[src/rtl/telemetry_pkg.sv]
// Shared telemetry types: packet width, drop counter width and the issue FSM states.
package telemetry_pkg;

    localparam int PKT_W      = 88;
    localparam int DROP_CNT_W = 16;

    typedef logic [PKT_W-1:0] packet_t;

    typedef enum logic {
        ST_IDLE,
        ST_HOLD
    } issue_state_t;

    // Counter that sticks at all-ones instead of wrapping.
    function automatic logic [DROP_CNT_W-1:0] sat_inc(input logic [DROP_CNT_W-1:0] v);
        return (&v) ? v : v + DROP_CNT_W'(1);
    endfunction

endpackage

[src/rtl/telemetry_pkt_ram.sv]
// Packet storage: DEPTH x W array, one write port, one registered read port.
module telemetry_pkt_ram #(
    parameter int DEPTH = 4,
    parameter int W     = 88,
    parameter int AW    = $clog2(DEPTH)
) (
    input  logic          clk,
    input  logic          srst,
    input  logic          wr_en,
    input  logic [AW-1:0] wr_addr,
    input  logic [W-1:0]  wr_data,
    input  logic          rd_en,
    input  logic [AW-1:0] rd_addr,
    output logic [W-1:0]  rd_data
);

    logic [W-1:0] mem [DEPTH];

    always_ff @(posedge clk) begin
        if (wr_en) begin
            mem[wr_addr] <= wr_data;
        end
    end

    // Read register doubles as the serializer-facing packet; it holds between pops.
    always_ff @(posedge clk) begin
        if (srst) begin
            rd_data <= '0;
        end else if (rd_en) begin
            rd_data <= mem[rd_addr];
        end
    end

endmodule

[src/rtl/telemetry_packet_fifo.sv]
// Elastic packet buffer between the telemetry source and the serializer:
// paced source requests, DEPTH-slot FIFO, and a hold-off issue FSM with counted drops.
module telemetry_packet_fifo #(
    parameter int DEPTH       = 4,
    parameter int PKT_W       = 88,
    parameter int HOLDOFF     = 2,
    parameter int REQ_TIMEOUT = 255
) (
    input  logic                       clk,
    input  logic                       reset_clk,
    input  logic                       telemetry_trigger,
    output logic                       telemetry_request,
    input  logic [PKT_W-1:0]           packet,
    input  logic                       packet_valid,
    input  logic                       serializer_ready,
    output logic [PKT_W-1:0]           out_packet,
    output logic                       out_valid,
    output logic [$clog2(DEPTH+1)-1:0] level,
    output logic [15:0]                drop_count
);
    import telemetry_pkg::*;

    localparam int PTR_W  = $clog2(DEPTH);
    localparam int LVL_W  = $clog2(DEPTH+1);
    localparam int HOLD_W = (HOLDOFF > 2) ? $clog2(HOLDOFF-1) : 1;
    localparam int TMO_W  = (REQ_TIMEOUT > 1) ? $clog2(REQ_TIMEOUT) : 1;

    issue_state_t            state_reg, state_next;
    logic [HOLD_W-1:0]       hold_cnt_reg;
    logic [PTR_W-1:0]        wr_ptr_reg, rd_ptr_reg;
    logic [LVL_W-1:0]        level_reg;
    logic [DROP_CNT_W-1:0]   drop_count_reg;
    logic                    outstanding_reg;
    logic [TMO_W-1:0]        tmo_cnt_reg;
    logic                    request_reg;
    logic                    out_valid_reg;

    logic full, pop, push, drop, issue_req, hold_done;

    assign full      = (level_reg == LVL_W'(DEPTH));
    // A full FIFO still takes a packet when the head leaves on the same edge.
    assign push      = packet_valid && (!full || pop);
    assign drop      = packet_valid && full && !pop;
    // Keep one slot free for the packet answering this request.
    assign issue_req = telemetry_trigger && !outstanding_reg && (level_reg < LVL_W'(DEPTH-1));
    assign hold_done = (hold_cnt_reg == HOLD_W'(HOLDOFF-2));

    always_ff @(posedge clk) begin
        if (reset_clk) begin
            state_reg    <= ST_IDLE;
            hold_cnt_reg <= '0;
        end else begin
            state_reg    <= state_next;
            hold_cnt_reg <= (state_reg == ST_HOLD) ? hold_cnt_reg + HOLD_W'(1) : '0;
        end
    end

    always_comb begin
        state_next = state_reg;
        case (state_reg)
            ST_IDLE: if (level_reg != '0 && serializer_ready) state_next = ST_HOLD;
            ST_HOLD: if (hold_done) state_next = ST_IDLE;
            default: state_next = ST_IDLE;
        endcase
    end

    always_comb begin
        pop = (state_reg == ST_IDLE) && (level_reg != '0) && serializer_ready;
    end

    always_ff @(posedge clk) begin
        if (reset_clk) begin
            wr_ptr_reg     <= '0;
            rd_ptr_reg     <= '0;
            level_reg      <= '0;
            out_valid_reg  <= 1'b0;
            drop_count_reg <= '0;
        end else begin
            if (push) wr_ptr_reg <= wr_ptr_reg + PTR_W'(1);
            if (pop)  rd_ptr_reg <= rd_ptr_reg + PTR_W'(1);
            level_reg     <= level_reg + LVL_W'(push) - LVL_W'(pop);
            out_valid_reg <= pop;
            if (drop) drop_count_reg <= sat_inc(drop_count_reg);
        end
    end

    always_ff @(posedge clk) begin
        if (reset_clk) begin
            request_reg     <= 1'b0;
            outstanding_reg <= 1'b0;
            tmo_cnt_reg     <= '0;
        end else begin
            request_reg <= issue_req;
            if (issue_req) begin
                outstanding_reg <= 1'b1;
                tmo_cnt_reg     <= '0;
            end else if (outstanding_reg) begin
                if (packet_valid || tmo_cnt_reg == TMO_W'(REQ_TIMEOUT-1)) begin
                    outstanding_reg <= 1'b0;
                end else begin
                    tmo_cnt_reg <= tmo_cnt_reg + TMO_W'(1);
                end
            end
        end
    end

    telemetry_pkt_ram #(
        .DEPTH (DEPTH),
        .W     (PKT_W)
    ) u_ram (
        .clk     (clk),
        .srst    (reset_clk),
        .wr_en   (push),
        .wr_addr (wr_ptr_reg),
        .wr_data (packet),
        .rd_en   (pop),
        .rd_addr (rd_ptr_reg),
        .rd_data (out_packet)
    );

    assign telemetry_request = request_reg;
    assign out_valid         = out_valid_reg;
    assign level             = level_reg;
    assign drop_count        = drop_count_reg;

endmodule
[config.mk]
export PLATFORM = sky130hd
export DESIGN_NAME = telemetry_packet_fifo
export DESIGN_NICKNAME = d
export VERILOG_FILES = /design/src/rtl/telemetry_pkg.sv /design/src/rtl/telemetry_pkt_ram.sv /design/src/rtl/telemetry_packet_fifo.sv
export SDC_FILE = /design/constraint.sdc
export NUM_CORES = 1
export LEC_CHECK = 0
export ABC_AREA = 1
export BUFFER_PORTS_ARGS = -buffer_cell sky130_fd_sc_hd__clkbuf_2
export CAP_MARGIN = 20
export CORE_MARGIN = 4
export CORE_UTILIZATION = 62
export DETAILED_ROUTE_END_ITERATION = 7
export PLACE_DENSITY = 0.87
export SLEW_MARGIN = 20
export SYNTH_ARGS = -nofsm -noshare
export SYNTH_HDL_FRONTEND = slang
export SYNTH_SLANG_ARGS = --single-unit
[constraint.sdc]
create_clock -name clk -period 11.5 [get_ports clk]
set_input_delay 0.575 -clock clk [delete_from_list [all_inputs] [get_ports clk]]
set_output_delay 0.575 -clock clk [all_outputs]
set_load 0.1 [all_outputs]
==> impl_metrics.json, run 1 <==
{
  "synth_fp_nets": 1616,
  "yosysWarnings": 0,
  "fp.dieH_um": 177.7,
  "rsz0062_at_grt": "no",
  "wl_per_cell_um": 19.35,
  "yosys.area.top_type": "edfxtp_1",
  "p_leak_nw": 7.521,
  "netlist_area_um2": 17860,
  "layout.nets": 1786,
  "reg2reg_slack_ns": 8.45,
  "std_cell_rows": 61,
  "syn-instance-count": 1512,
  "coreArea_um2": 28090,
  "worst_pin_slew_ns": 1.061,
  "pwr-share-seq": 0.426,
  "clockRootBuffer": "clkbuf_16",
  "placed_cell_area_um2": 19030,
  "p_per_area_nw_per_um2": 253.3,
  "fin_tns_setup_ns": 0,
  "cts_setup_buffers": 0,
  "hp-class": "primary input to register",
  "synth_compound_area_frac": 0.1161,
  "synth_fa_ha_area_frac": 0.008128,
  "drcViolationCount": 0,
  "syn_avg_cell_area_um2": 11.81,
  "grt_max_degree": 121,
  "clock.fmax_mhz": 327.5,
  "relSlewSlack": 0.2929,
  "die_w_um": 177.7,
  "grt_pass1_vias": 12030,
  "firstDrtPassIters": 6,
  "largest_reg_flops": 352,
  "cp.required_ns": 11.66,
  "htreeDepth": 2,
  "hpwlAfterDp_mm": 22.67,
  "synthMuxAreaShare": 0,
  "synth-simple-area-share": 0.1077,
  "synth_area_leaders": "edfxtp_1 (59%), dfxtp_1 (14%), nor2_1 (8.6%), o21ai_0 (7.8%), a31oi_1 (3.1%)",
  "wl_mm": 40.61,
  "switchingPower_mw": 2.057,
  "clock_latency_ns": 0.55,
  "maxCapViolations": 0,
  "hold_slack_ns": 0.2450,
  "vias_per_cell": 5.824,
  "grt_pass1_wl_mm": 62.82,
  "synth-edff-count": 352,
  "clock_power_share": 0.272,
  "start_util": 0.6358,
  "area_growth_syn_to_layout_pct": 14.78,
  "switching_share": 0.3961,
  "cts_tree": "built",
  "slew_violations": 0,
  "fin_area_um2": 20500,
  "finalPower_mw": 5.193,
  "synth-seq-cells": 476,
  "status": "finished clean",
  "combPwrFrac": 0.302,
  "period_share": 0.2655,
  "drtAntennaViolNets": 0,
  "post-synth-top-count-cell": "nor2_1",
  "grt_overflow": 0,
  "finalClockSkew_ns": 0.01825,
  "antenna_found_initial": 1,
  "io_buffers": 201,
  "grtUsageTotal": 0.2528,
  "crit_arrival_ns": 3.21,
  "cts_resized": 0,
  "vias": 12220,
  "drive_above_1_share": 0.1711,
  "synth_top_family_by_area": "compound AO/OA/AOI/OAI gates",
  "clockBufferDepth": 3,
  "dieArea_um2": 31580,
  "ir_drop_mv": 0.2151,
  "critPathLaunchType": "register",
  "crit_path_max_fanout": 62,
  "period_minus_slack_ns": 3.053,
  "yosys-top-cells-count": "nor2_1 (407), edfxtp_1 (352), o21ai_0 (280), dfxtp_1 (124), a31oi_1 (89)",
  "p_int_mw": 3.136,
  "synth_xor_area_frac": 0.005886,
  "crit_type": "register to register",
  "end_kind": "register",
  "cts_made_buffers": 46,
  "place.gp.congestion": 0.8631,
  "synthArstFlopShare": 0,
  "boundaryPins": 202,
  "synth_top_area_share": 0.5919,
  "setup_viol": 0,
  "synth.distinct_cells": 28,
  "yosysSeqAreaShare": 0.7309,
  "cts_hold_buf": 0,
  "first_iter_violations": 1277,
  "ys.flop_type": "edfxtp_1",
  "cts.sinks": 476,
  "hold_viol_final": 0,
  "clk_pin_slew_ns": 0.06
}
power by group through the flow:
| stage | registers [mW] | logic (mW) | clock network [mW] |
|---|---|---|---|
| 2_1_floorplan | 2.97 | 0.517 | 0 |
| 3_3_place_gp | 2.24 | 1.50 | 0 |
| 3_5_place_dp | 2.25 | 1.54 | 0 |
| 4_1_cts | 2.22 | 1.55 | 1.43 |
| 5_1_grt | 2.23 | 1.67 | 1.50 |
| 6_report | 2.21 | 1.57 | 1.41 |
critical path, stage by stage (launching register included):
cell and delay, ns:
dfxtp_1 0.46, nor2_1 0.10, nand3_1 0.11, nand2_1 0.31, nor2_4 0.79, buf_4 0.86
stage by stage:
stage,util,worst slack (ns),std cells
global route,0.7296,8.254,2096
finish,0.7298,8.447,2098
floorplan,-,5.814,1512
CTS,0.7279,8.201,2094
global placement,0.6777,8.230,2010
detailed placement,0.6777,8.200,2010
routing by layer:
| metal | part of all wire | wire [um] | global-route usage | vias to the layer above |
|---|---|---|---|---|
| met5 | 0.00030 | 12 | 0 | - |
| met4 | 0.025 | 1027 | 0.08830 | 2 |
| met3 | 0.090 | 3641 | 0.05475 | 91 |
| met2 | 0.50 | 20310 | 0.4283 | 604 |
| met1 | 0.38 | 15620 | 0.3261 | 5825 |
| li1 | - | - | - | 5696 |
layout make-up:
cell class / instances / area [um2]
Inverter: 36 / 138.9
Clock buffer: 60 / 1245
Clock inverter: 24 / 165.2
Fill cell: 1816 / 7590
Tap cell: 378 / 473.0
Timing Repair Buffer: 213 / 1129
Antenna cell: 2 / 5.005
Sequential cell: 476 / 13060
Multi-Input combinational cell: 909 / 4282
cell usage in the layout, fill, tap and decap left out, drive strengths merged, types with 12 or more instances in the layout:
cell and instances:
nor2 412, clkinv 21, nand3 14, a21oi 17, inv 36, a31oi 89
clkbuf 261, o21ai 283, dfxtp 124, nand2 62, buf 12, edfxtp 352
worst paths after layout:
path | cells after the start | end | startpoint
min | 1 | u_ram.mem[2][55]$_DFFE_PP_ | packet[55]
min reg2reg | 1 | hold_cnt_reg$_SDFF_PP0_ | hold_cnt_reg$_SDFF_PP0_
max | 5 | u_ram.mem[1][66]$_DFFE_PP_ | level[1]$_SDFF_PP0_
max reg2reg | 5 | u_ram.mem[1][66]$_DFFE_PP_ | level[1]$_SDFF_PP0_
cells by family after synthesis:
logic type,count (synthesis)
DFF,476
and+or+nand+nor,497
adders and majority gates,11
xor gates and xnor gates,12
AOI/OAI and AO/OA,389
buffers and inverters,127
(Power assumes the default switching activity.)
==> run 2: changes to the inputs <==
Settings changed: ABC_AREA 1 to 0, CORE_UTILIZATION 62 to 52, PLACE_DENSITY 0.87 to 0.78.
Clock period 11.5 ns to 2.5 ns, I/O delays scaled along.
==> impl_metrics.json, run 2 <==
{
  "crit_arrival_ns": 2.52,
  "worst_pin_slew_ns": 0.8207,
  "setup_viol": 0,
  "cts_made_buffers": 48,
  "n_fill_cell": 2294,
  "syn-instance-count": 1058,
  "hp-class": "primary input to register",
  "area_growth_syn_to_layout_pct": 24.01,
  "crit_path_max_fanout": 4,
  "relSlewSlack": 0.4528,
  "yosys.area.top_type": "edfxtp_1",
  "drive_above_1_share": 0.2905,
  "htreeDepth": 2,
  "crit_start": "state_reg$_SDFF_PP0_",
  "status": "finished clean",
  "grt_overflow": 0,
  "synth_fp_nets": 1162,
  "p_per_area_nw_per_um2": 1077,
  "maxCapViolations": 0,
  "wl_mm": 37.62,
  "coreArea_um2": 33450,
  "place.gp.congestion": 0.8073,
  "period_minus_slack_ns": 2.094,
  "rsz0062_at_grt": "no",
  "std_cell_rows": 67,
  "layout.nets": 1472,
  "regArea_um2": 13070,
  "critPathLaunchType": "register",
  "cts_resized": 0,
  "use_met3": 0.05525,
  "largest_reg_flops": 352,
  "min_from": "reset_clk",
  "grtUsageTotal": 0.2091,
  "clockRootBuffer": "clkbuf_16",
  "layout_common_cells": "edfxtp_1 (352), clkbuf_2 (200), nand2_1 (187)",
  "fin_area_um2": 21790,
  "wl_per_cell_um": 20.26,
  "finalClockSkew_ns": 0.02035,
  "hpwlAfterDp_mm": 21.43,
  "synth-seq-cells": 476,
  "io_buffers": 201,
  "cp.required_ns": 2.93,
  "final_common_cell": "edfxtp_1",
  "period_share": 0.8376,
  "dieArea_um2": 36790,
  "synth_area_leaders": "edfxtp_1 (60%), dfxtp_1 (14%), mux4_2 (11%), nand2_1 (4.0%), a21oi_1 (2.8%)",
  "grtUsageMet2": 0.3622,
  "firstDrtPassIters": 5,
  "r2r_start": "state_reg$_SDFF_PP0_",
  "yosysSeqAreaShare": 0.7429,
  "start_util": 0.5253,
  "fin_tns_setup_ns": 0,
  "vias_per_cell": 5.429,
  "end_kind": "register",
  "die_w_um": 191.8,
  "clockBufferDepth": 3,
  "syn_avg_cell_area_um2": 16.61,
  "antenna_found_initial": 2,
  "slew_violations": 0,
  "hold_viol_final": 0,
  "drcViolationCount": 0,
  "vias": 10080,
  "placed_cell_area_um2": 19330,
  "synth-edff-count": 352,
  "met1_usage": 0.2648,
  "cts.sinks": 476,
  "yosysWarnings": 0,
  "multiInputGateArea_um2": 4249,
  "post-synth-top-count-cell": "edfxtp_1",
  "ir_drop_mv": 0.7186,
  "synthArstFlopShare": 0,
  "ys.flop_type": "edfxtp_1",
  "grt_pass1_wl_mm": 59.04,
  "grt_max_degree": 91,
  "cts_hold_buf": 90,
  "grt.busiest_layer": "met2",
  "fp.dieH_um": 191.8,
  "boundaryPins": 202,
  "cts_setup_buffers": 0,
  "yosys-top-cells-count": "edfxtp_1 (352), nand2_1 (187), dfxtp_1 (124), a21oi_1 (98), mux4_2 (88)",
  "synth_top_area_share": 0.6016,
  "clk_pin_slew_ns": 0.06,
  "crit_type": "register to register",
  "cts_tree": "built",
  "grt_pass1_vias": 10630,
  "clock_latency_ns": 0.58,
  "clock.fmax_mhz": 477.5,
  "netlist_area_um2": 17570,
  "p_leak_nw": 7.589,
  "first_iter_violations": 587,
  "synth.distinct_cells": 49,
  "drtAntennaViolNets": 0
}
[run 2: final timing paths]
path	to	slack (ns)	cells after the start
hold reg to reg	hold_cnt_reg$_SDFF_PP0_	0.43	1
setup reg to reg	level[2]$_SDFF_PP0_	0.41	9
setup / recovery	level[2]$_SDFF_PP0_	0.41	9
hold / removal	telemetry_request$_SDFF_PP0_	0.06	2
[run 2: cell type report]
class	count	area share
clock buffers	66	0.05967
diodes	1	0.0001149
flip-flops and latches	476	0.6000
inverters	15	0.002699
repair buffers	315	0.1054
multi-input cells	512	0.1950
clock inverters	24	0.01137
well taps	448	0.02573
[run 2: report_power, final]
part           internal (mW)  switching [mW]
combinational           1.86            4.72
clock                   4.16            2.86
sequential              9.44           0.427
[run 2: metal layers]
metal  up-vias  routed length [um]
li1       4647                   -
met1      5063               14890
met2       314               19350
met3        55                2722
met4         2                 646
met5         -                  14
[run 2: logic make-up after synthesis]
group	share of synthesized area
and+or+nand+nor	0.07114
adders and majority gates	0.008261
DFF	0.7429
xor gates and xnor gates	0.003988
buffers and inverters	0.01624
AOI/OAI and AO/OA	0.03774
muxes	0.1197
[run 2: worst max-delay path, stage by stage, from the launching register on]
cell	delay, ns
dfxtp_1	0.33
nor2b_1	0.24
o41a_1	0.26
inv_1	0.07
ha_1	0.27
inv_1	0.04
ha_1	0.18
fa_1	0.39
xnor2_1	0.14
nor2_1	0.05
[run 2: per-stage QoR]
step / hold WS (ns) / utilization / instances / setup slack, ns / power, mW
after global placement: 0.3392 / 0.5779 / 1676 / 0.4565 / 16.41
after global routing: 0.06195 / 0.6514 / 1857 / 0.2457 / 24.51
after detailed placement: 0.3446 / 0.5779 / 1676 / 0.3684 / 16.55
after floorplan: 0.2239 / - / 1058 / 0.08927 / 15.05
after CTS: 0.05401 / 0.6511 / 1856 / 0.3415 / 23.67
final: 0.05578 / 0.6514 / 1857 / 0.4059 / 23.46
